`src/rtl/prf_pkg.sv`:
```
// Shared constants and helpers for the multiported physical register file.
package prf_pkg;

    localparam int unsigned PRF_SIZE_DEF  = 16;
    localparam int unsigned DATA_W_DEF    = 8;
    localparam int unsigned ARCH_REGS_DEF = 8;
    localparam int unsigned WB_PORTS_DEF  = 2;
    localparam int unsigned RD_PORTS_DEF  = 2;

    // Widest register file the priority encoder supports.
    localparam int unsigned MAX_REGS = 64;
    localparam int unsigned MAX_ID_W = 6;

    typedef struct packed {
        logic                found;
        logic [MAX_ID_W-1:0] idx;
    } lowest_t;

    function automatic lowest_t lowest_set(input logic [MAX_REGS-1:0] vec);
        lowest_t res;
        res = '0;
        for (int i = MAX_REGS - 1; i >= 0; i--) begin
            if (vec[i]) begin
                res.found = 1'b1;
                res.idx   = MAX_ID_W'(i);
            end
        end
        return res;
    endfunction

endpackage

```
`src/rtl/prf_free_list.sv`:
```
// Free bitmap with lowest-index allocation and retire-time release.
module prf_free_list
    import prf_pkg::*;
#(
    parameter int unsigned PRF_SIZE  = PRF_SIZE_DEF,
    parameter int unsigned ARCH_REGS = ARCH_REGS_DEF,
    parameter int unsigned ID_W      = $clog2(PRF_SIZE)
) (
    input  logic            clk,
    input  logic            rst,
    input  logic            alloc_req,
    output logic            alloc_grant,
    output logic [ID_W-1:0] alloc_id,
    output logic [ID_W:0]   free_count,
    input  logic            rel_ena,
    input  logic [ID_W-1:0] rel_id
);

    logic [PRF_SIZE-1:0] free_q, free_d;
    logic [ID_W:0]       count_q, count_d;
    lowest_t             low;
    logic                rel_ok;

    always_comb begin
        low         = lowest_set(MAX_REGS'(free_q));
        alloc_grant = alloc_req && low.found;
        alloc_id    = low.found ? ID_W'(low.idx) : '0;
        // Releasing reg 0 or an already-free reg must not touch the count.
        rel_ok      = rel_ena && (rel_id != '0) && !free_q[rel_id];

        free_d = free_q;
        if (alloc_grant) free_d[alloc_id] = 1'b0;
        if (rel_ok)      free_d[rel_id]   = 1'b1;
        count_d = count_q + (ID_W+1)'(rel_ok) - (ID_W+1)'(alloc_grant);
    end

    always_ff @(posedge clk or posedge rst) begin
        if (rst) begin
            for (int i = 0; i < PRF_SIZE; i++) begin
                free_q[i] <= (i >= ARCH_REGS) && (i != 0);
            end
            count_q <= (ID_W+1)'(PRF_SIZE - ARCH_REGS);
        end else begin
            free_q  <= free_d;
            count_q <= count_d;
        end
    end

    assign free_count = count_q;

endmodule

```
`src/rtl/prf_multiport.sv`:
```
// Physical register file: writeback ports, CDB read ports with write-first bypass, free list.
module prf_multiport
    import prf_pkg::*;
#(
    parameter int unsigned PRF_SIZE  = PRF_SIZE_DEF,
    parameter int unsigned DATA_W    = DATA_W_DEF,
    parameter int unsigned ARCH_REGS = ARCH_REGS_DEF,
    parameter int unsigned WB_PORTS  = WB_PORTS_DEF,
    parameter int unsigned RD_PORTS  = RD_PORTS_DEF,
    parameter int unsigned ID_W      = $clog2(PRF_SIZE)
) (
    input  logic                       clk,
    input  logic                       rst,
    input  logic [WB_PORTS-1:0]        wb_ena,
    input  logic [WB_PORTS*ID_W-1:0]   wb_id,
    input  logic [WB_PORTS*DATA_W-1:0] wb_val,
    input  logic                       alloc_req,
    output logic                       alloc_grant,
    output logic [ID_W-1:0]            alloc_id,
    output logic [ID_W:0]              free_count,
    input  logic                       rel_ena,
    input  logic [ID_W-1:0]            old_wb,
    input  logic [RD_PORTS-1:0]        requesting,
    input  logic [RD_PORTS*ID_W-1:0]   requested_id,
    output logic [PRF_SIZE-1:0]        ready_regs,
    output logic [RD_PORTS-1:0]        cdb_transmit,
    output logic [RD_PORTS*ID_W-1:0]   cdb_id,
    output logic [RD_PORTS*DATA_W-1:0] cdb_val
);

    logic [DATA_W-1:0]          data_q [PRF_SIZE];
    logic [DATA_W-1:0]          data_d [PRF_SIZE];
    logic [PRF_SIZE-1:0]        ready_q, ready_d;
    logic [RD_PORTS-1:0]        tx_q, tx_d;
    logic [RD_PORTS*ID_W-1:0]   cid_q, cid_d;
    logic [RD_PORTS*DATA_W-1:0] cval_q, cval_d;
    logic [ID_W-1:0]            rid, wid;
    logic                       hit;
    logic [DATA_W-1:0]          bval;

    prf_free_list #(
        .PRF_SIZE  (PRF_SIZE),
        .ARCH_REGS (ARCH_REGS),
        .ID_W      (ID_W)
    ) u_free_list (
        .clk         (clk),
        .rst         (rst),
        .alloc_req   (alloc_req),
        .alloc_grant (alloc_grant),
        .alloc_id    (alloc_id),
        .free_count  (free_count),
        .rel_ena     (rel_ena),
        .rel_id      (old_wb)
    );

    // Ascending port order makes the highest-index writer win.
    always_comb begin
        data_d  = data_q;
        ready_d = ready_q;
        wid     = '0;
        for (int i = 0; i < WB_PORTS; i++) begin
            wid = wb_id[i*ID_W +: ID_W];
            if (wb_ena[i] && wid != '0) begin
                data_d[wid]  = wb_val[i*DATA_W +: DATA_W];
                ready_d[wid] = 1'b1;
            end
        end
        if (alloc_grant) ready_d[alloc_id] = 1'b0;
    end

    always_comb begin
        tx_d   = '0;
        cid_d  = cid_q;
        cval_d = cval_q;
        rid    = '0;
        hit    = 1'b0;
        bval   = '0;
        for (int j = 0; j < RD_PORTS; j++) begin
            rid  = requested_id[j*ID_W +: ID_W];
            hit  = 1'b0;
            bval = '0;
            for (int i = 0; i < WB_PORTS; i++) begin
                if (wb_ena[i] && wb_id[i*ID_W +: ID_W] == rid && rid != '0) begin
                    hit  = 1'b1;
                    bval = wb_val[i*DATA_W +: DATA_W];
                end
            end
            if (requesting[j] && (hit || ready_q[rid])) begin
                tx_d[j]                    = 1'b1;
                cid_d[j*ID_W +: ID_W]      = rid;
                cval_d[j*DATA_W +: DATA_W] = hit ? bval : data_q[rid];
            end
        end
    end

    always_ff @(posedge clk or posedge rst) begin
        if (rst) begin
            for (int i = 0; i < PRF_SIZE; i++) begin
                data_q[i]  <= '0;
                ready_q[i] <= (i < ARCH_REGS) || (i == 0);
            end
            tx_q   <= '0;
            cid_q  <= '0;
            cval_q <= '0;
        end else begin
            data_q  <= data_d;
            ready_q <= ready_d;
            tx_q    <= tx_d;
            cid_q   <= cid_d;
            cval_q  <= cval_d;
        end
    end

    assign ready_regs   = ready_q;
    assign cdb_transmit = tx_q;
    assign cdb_id       = cid_q;
    assign cdb_val      = cval_q;

endmodule

```
`config.mk`:
```
export PLATFORM = sky130hd
export DESIGN_NAME = prf_multiport
export DESIGN_NICKNAME = d
export VERILOG_FILES = /design/src/rtl/prf_pkg.sv /design/src/rtl/prf_free_list.sv /design/src/rtl/prf_multiport.sv
export SDC_FILE = /design/constraint.sdc
export NUM_CORES = 1
export LEC_CHECK = 0
export BUFFER_PORTS_ARGS = -buffer_cell sky130_fd_sc_hd__buf_2
export CELL_PAD_IN_SITES_DETAIL_PLACEMENT = 0
export CELL_PAD_IN_SITES_GLOBAL_PLACEMENT = 1
export CORE_ASPECT_RATIO = 0.75
export CORE_MARGIN = 1
export CORE_UTILIZATION = 48
export CTS_CLUSTER_SIZE = 16
export DETAILED_ROUTE_END_ITERATION = 12
export PLACE_DENSITY_LB_ADDON = 0.05
export SETUP_SLACK_MARGIN = 0.4
export SYNTH_ARGS = -nofsm -noshare
export SYNTH_HDL_FRONTEND = slang
export SYNTH_HIERARCHICAL = 1
export SYNTH_SLANG_ARGS = --single-unit
```
`constraint.sdc`:
```
create_clock -name clk -period 6.9 [get_ports clk]
set_clock_uncertainty 0.05 [all_clocks]
set_input_delay 0.345 -clock clk [delete_from_list [all_inputs] [get_ports clk]]
set_output_delay 0.345 -clock clk [all_outputs]
set_load 0.03 [all_outputs]
```
==> Word level (Yosys, flattened, before mapping) <==
Cells that the tools add are included.
{ "totals": {"ram_bits": 0, "latch_bits": 0, "inputBits": 44, "n_memories": 0, "romBits": 0, "word_cells": 147, "ff_bits": 191} }
{ "classes": {"n_mux": 62, "div_mod_pow": 0, "shift": 0, "add_sub_neg": 2, "n_lt_le_gt_ge": 16, "n_reduce_logical": 29, "n_bitwise": 10, "mul": 0, "eq_ne": 4} }
{ "ops": {"columns": ["operator", "n"], "rows": [
  ["bitwise mux 128 bit", 2],
  ["2-to-1 mux 128 bit", 2],
  ["2-to-1 mux 7 bit", 16],
  ["2-to-1 mux 8 bit", 12],
  ["2-to-1 mux 16 bit", 5],
  ["binary-select mux 8 bit (select 4 bit)", 2],
  ["demux 8 bit (select 4 bit)", 2],
  ["OR 16 bit", 3],
  ["AND 16 bit", 2],
  ["less-than comparator 4 x 5 -> 1 bit, second input constant", 6],
  ["logical AND 1 bit", 21],
  [">= comparator 5 bit, second input constant", 4],
  ["inverter 4 -> 5 bit", 4],
  ["nonzero test 4 bit", 5],
  ["demux 1 bit (select 4 bit)", 4],
  ["== test 4 bit", 4],
  [">= comparator 4 x 1 -> 1 bit, second input constant", 4],
  ["inverter 16 bit", 1],
  ["2-to-1 mux 1 bit", 13],
  ["binary-select mux 1 bit (select 4 bit)", 3],
  ["less-than comparator 5 x 1 -> 1 bit, second input constant", 2],
  ["adder 5 x 1 -> 5 bit", 1],
  ["subtractor 5 x 1 -> 5 bit", 1],
  ["2-to-1 mux 4 bit", 1],
  ["2 further kinds", 3]
]} }

==> Depth between registers and ports, before layout <==
{ "depth": {"ltp_word": 26, "ltp_mapped": 13, "mapped_depth_nobuf": 12} }

==> Hierarchy <==
The synthesis kept the hierarchy.
{ "by_module_without_submodules": {"columns": ["module", "area_per_inst_um2", "cells_each", "seq_area_each_um2", "n_inst"], "rows": [
  ["prf_multiport", 10321.1, 959, 4264.1, 1],
  ["prf_free_list", 1478.9, 157, 536.8, 1]
]} }

==> Worst setup path before layout <==
No wires, ideal clock.
{ "synth_path": {"kind": "input to register", "from": "in old_wb[3]", "to": "reg u_free_list.count_q[4] (netlist: u_free_list/free_count[4])", "setup_slack_ns": 4.010, "t_arrival_ns": 2.716, "n_path_buf": 1, "stages": 13, "required_time_ns": 6.726, "setup_ns": 0.124, "cell_sequence": "buf_1 > mux4_2 > mux2i_1 > nand2_1 > o21ai_0 > nand2_1 > ha_1 > inv_1 > ha_1 > fa_1 > a21o_1 > a21oi_1 > xnor2_1"} }
{ "synth_between": {"elab_chain_cells": 6, "elab_cells_between_ends": 8} }
{ "synth_rtl": {"columns": ["element", "line", "rtl"], "rows": [
  ["start: declaration", "prf_multiport.sv:22", "input logic [ID_W-1:0] old_wb,"],
  ["binary-select mux 1 bit (select 4 bit)", "prf_free_list.sv:29", "rel_ok = rel_ena && (rel_id != '0) && !free_q[rel_id];"],
  ["2-to-1 mux 1 bit (not written as such)", "prf_free_list.sv:29", null],
  ["logical NOT 1 bit", "prf_free_list.sv:29", null],
  ["logical AND 1 bit *", "prf_free_list.sv:29", null],
  ["adder 5 x 1 -> 5 bit *", "prf_free_list.sv:34", "count_d = count_q + (ID_W+1)'(rel_ok) - (ID_W+1)'(alloc_grant);"],
  ["subtractor 5 x 1 -> 5 bit *", "prf_free_list.sv:34", null],
  ["net u_free_list.count_d[4]", "prf_free_list.sv:20", "logic [ID_W:0] count_q, count_d;"],
  ["end signal: assignment", "prf_free_list.sv:42", "count_q <= (ID_W+1)'(PRF_SIZE - ARCH_REGS);"],
  ["end signal: assignment", "prf_free_list.sv:45", "count_q <= count_d;"],
  ["end: declaration", "prf_free_list.sv:20", null]
]} }
The timed path passes the listed nets; every way through them passes the cells marked *. The select of a mux whose other input is x is not followed.
A chain may end at the register's enable or synchronous reset.

==> Worst setup path in the final report <==
{ "layout_path": {"from": "reg u_free_list.free_q[13]", "to": "out alloc_id[0]"} }
{ "layout_between": {"elab_chain_cells": 15} }
{ "layout_rtl": {"columns": ["element", "line", "rtl"], "rows": [
  ["start: declaration", "prf_free_list.sv:19", "logic [PRF_SIZE-1:0] free_q, free_d;"],
  ["start signal: indexed assignment", "prf_free_list.sv:40", "free_q[i] <= (i >= ARCH_REGS) && (i != 0);"],
  ["start signal: assignment", "prf_free_list.sv:44", "free_q <= free_d;"],
  ["2-to-1 mux 7 bit (14 in a row)", "prf_pkg.sv:23", "if (vec[i]) begin"],
  ["2-to-1 mux 4 bit", "prf_free_list.sv:27", "alloc_id = low.found ? ID_W'(low.idx) : '0;"],
  ["end: declaration", "prf_multiport.sv:19", "output logic [ID_W-1:0] alloc_id,"]
]} }
Every way passes these cells.

==> results.py <==
metrics = {
    "status": {
        "status": "finished, final reports clean",
    },
    "power": {
        "seqPwrFrac_pct": 39.2,
        "p_per_area_nw_per_um2": 356,
        "power.switching_w": 0.00173,
        "p_comb_share_pct": 35.9,
        "leakage_nw": 5.41,
        "p_clk_share_pct": 24.8,
        "p_total_w": 0.00461,
        "swShare_pct": 37.5,
        "p_int_w": 0.00288,
        "ir_worst_vdd_v": 0.000217,
    },
    "critical_path": {
        "cp-start-kind": "flop",
        "critPathMaxFanout": 8,
        "required_ps": 6500,
        "arrival_ps": 2860,
        "crit_path_end_kind": "output port",
        "crit_type": "flop to output port",
    },
    "global_routing": {
        "grt_max_degree": 106,
        "grt_util_all_layers_pct": 30.6,
        "grt_pass1_vias": 8542,
        "grt-ovfl-total": 0,
        "antenna_found_initial": 0,
        "grt_first_pass_wirelength_um": 55900,
    },
    "sta": {
        "worst_slew_pin_slew_ps": 1280,
        "slew_violations": 0,
        "min_period_over_period_pct": 47.1,
        "fin_ws_ps": 3650,
        "hold_viol_final": 0,
        "holdWs_ps": 49.7,
        "max_freq_ghz": 0.308,
        "finalSetupViolCount": 0,
        "rsz0062_at_grt": "no",
        "fin_crit_ps": 3250,
        "maxSlewHeadroom_pct": 14.0,
        "fin_tns_setup_ps": 0,
    },
    "clock_tree": {
        "cts_sinks": 191,
        "clockRootBuffer": "clkbuf_16",
        "h-tree-depth": 4,
        "cts_tree": "done",
        "cts_hold_buf": 0,
        "cts_buffer_depth": 2,
        "cts_resized": 0,
        "clkLatencyLatePin_ps": 450,
        "numCtsBuffers": 17,
        "cts.reportedPaths.clkPinSlew_ps": 70,
        "post_cts_buffers": 0,
    },
    "synthesis": {
        "synth.distinct_cells": 73,
        "ys_seq_elements": 191,
        "synth_top_cell_by_area": "dfrtp_1",
        "synth_ff_type": "dfrtp_1",
        "synth_area_leaders": "dfrtp_1 (37%), mux4_2 (14%), mux2i_1 (11%)",
        "synth_edf_count": 0,
        "syn_area_per_cell_um2": 10.6,
        "netlist_area_um2": 11800,
        "yosysSeqAreaShare_pct": 40.7,
        "netlist_instances": 1116,
        "async_reset_ff_share_pct": 100,
        "yosysWarnings": 6,
        "netlist.area_leader.share_pct": 36.9,
        "synth_nets": 1166,
    },
    "min_path": {
        "hold_class": "input pin to async pin",
    },
    "final_layout": {
        "drive_above_1_share_pct": 23.3,
        "mostFrequentLayoutCell": "dfrtp_1",
        "diodes": 0,
        "mostFrequentLayoutCells": "dfrtp_1 (174), mux2i_1 (131), nor2_1 (116)",
        "areaGrowthSynthToFinish_pct": 9.86,
        "instances_no_fill": 1473,
        "multi_input_area_um2": 6430,
        "nNetsFinal": 1179,
        "fillers": 2194,
        "seq_area_um2": 4800,
    },
    "drt": {
        "met2_length_um": 15900,
        "num_vias": 9290,
        "met3_length_um": 3340,
        "wl_met1_um": 17400,
        "wire_per_inst_um": 25.3,
        "vias_per_cell": 6.31,
        "topRoutingLayerUsed": "met4",
        "drtIter0Drc": 991,
        "drtPass1Iterations": 7,
        "drc": 0,
        "antenna_left": 0,
        "wl_um": 37300,
    },
    "placed_design": {
        "dpl.cell_count": 1441,
        "gp_congestion": 0.893,
        "hpwl_um": 25000,
        "port_buffers": 95,
        "pre_cts_slack_ps": 3500,
    },
    "floorplan": {
        "row_count": 49,
        "fp.dieH_um": 138,
        "die_area_um2": 25200,
        "die_w_um": 183,
        "coreArea_um2": 24000,
        "ios": 96,
        "start_util_pct": 49.1,
    },
    "flow_run": {
        "cap_violations": 0,
    },
}
## area by class of cell
cell class                      instances  area share [%]
Tap cell                              331            3.19
Clock inverter                          9            1.39
Clock buffer                           23            3.76
Sequential cell                       191            37.0
Multi-Input combinational cell        787            49.6
Inverter                               29           0.878
Timing Repair Buffer                  103            4.13
## per-stage QoR
stage / area, µm² / utilization, %
after floorplan: 11800 / -
after global routing: 13000 / 53.9
after global placement: 12300 / 51.2
final: 13000 / 53.9
after CTS: 13000 / 53.9
after detailed placement: 12300 / 51.2
## worst paths after layout
check	startpoint	endpoint	slack, ps	depth (start not counted)
min	rst	u_free_list/free_count[4]	50	2
max	u_free_list/free_q[13]	alloc_id[0]	3650	5
max in group asynchronous	rst	data_q[33]	5230	3
min reg2reg	data_q[121]	data_q[121]	350	0
min in group clk	alloc_req	u_free_list/free_q[0]	60	2
max reg2reg	u_free_list/free_q[7]	u_free_list/free_count[4]	3810	10
## power groups by stage
stage	registers [W]	clock network, W	logic (W)
2_1_floorplan	0.00195	0	0.00104
3_3_place_gp	0.00181	0	0.00164
3_5_place_dp	0.00181	0	0.00165
4_1_cts	0.00180	0.00116	0.00166
5_1_grt	0.00186	0.00120	0.00180
6_report	0.00181	0.00115	0.00166
## per-layer routing
metal | track usage, % | up-vias
met5 | 0 | -
met4 | 9.07 | 0
met3 | 7.38 | 53
met2 | 43.3 | 448
met1 | 46.1 | 4649
li1 | - | 4140
## cells in the mapped netlist, types with 5 or more instances
library cell / count
a211oi_1: 7
a21oi_1: 97
a222oi_1: 9
a22oi_1: 31
and3_1: 8
buf_1: 12
buf_2: 18
buf_6: 5
clkbuf_1: 71
dfrtp_1: 174
dfstp_2: 17
ha_1: 5
inv_1: 28
mux2_2: 10
mux2i_1: 131
mux4_2: 75
nand2_1: 77
nand2b_1: 7
nand3_1: 12
nand4_1: 5
nor2_1: 117
nor2_2: 7
nor2b_1: 16
nor3_1: 14
nor4_1: 7
o21ai_0: 40
o22a_1: 7
o31ai_1: 11
o32a_1: 7
or3_1: 5
xnor2_1: 13
## cells by family (layout without fill, tap and decap cells)
| family | after synthesis | after routing | share of synthesized area, % |
|---|---|---|---|
| AOI/OAI and AO/OA | 244 | 244 | 13.6 |
| xor gates and xnor gates | 16 | 16 | 1.19 |
| adders and majority gates | 6 | 6 | 0.700 |
| buffers and inverters | 138 | 164 | 4.97 |
| DFF | 191 | 191 | 40.7 |
| muxes | 218 | 218 | 26.7 |
| and+or+nand+nor | 303 | 303 | 12.1 |
## critical path, stage by stage, from the launching register on
cell and delay [ps]:
dfstp_2 630, nor2_1 70, a221o_1 370, a221o_1 430, a21oi_1 580, buf_2 320
## registers in the layout, summed over array words and instances (netlist names)
name and count:
cdb_val 16, u_free_list/free_count 5, cdb_id 8, u_free_list/free_q 16
ready_regs 16, data_q 128, cdb_transmit 2
Note: power is estimated with default switching activity, not from simulation.
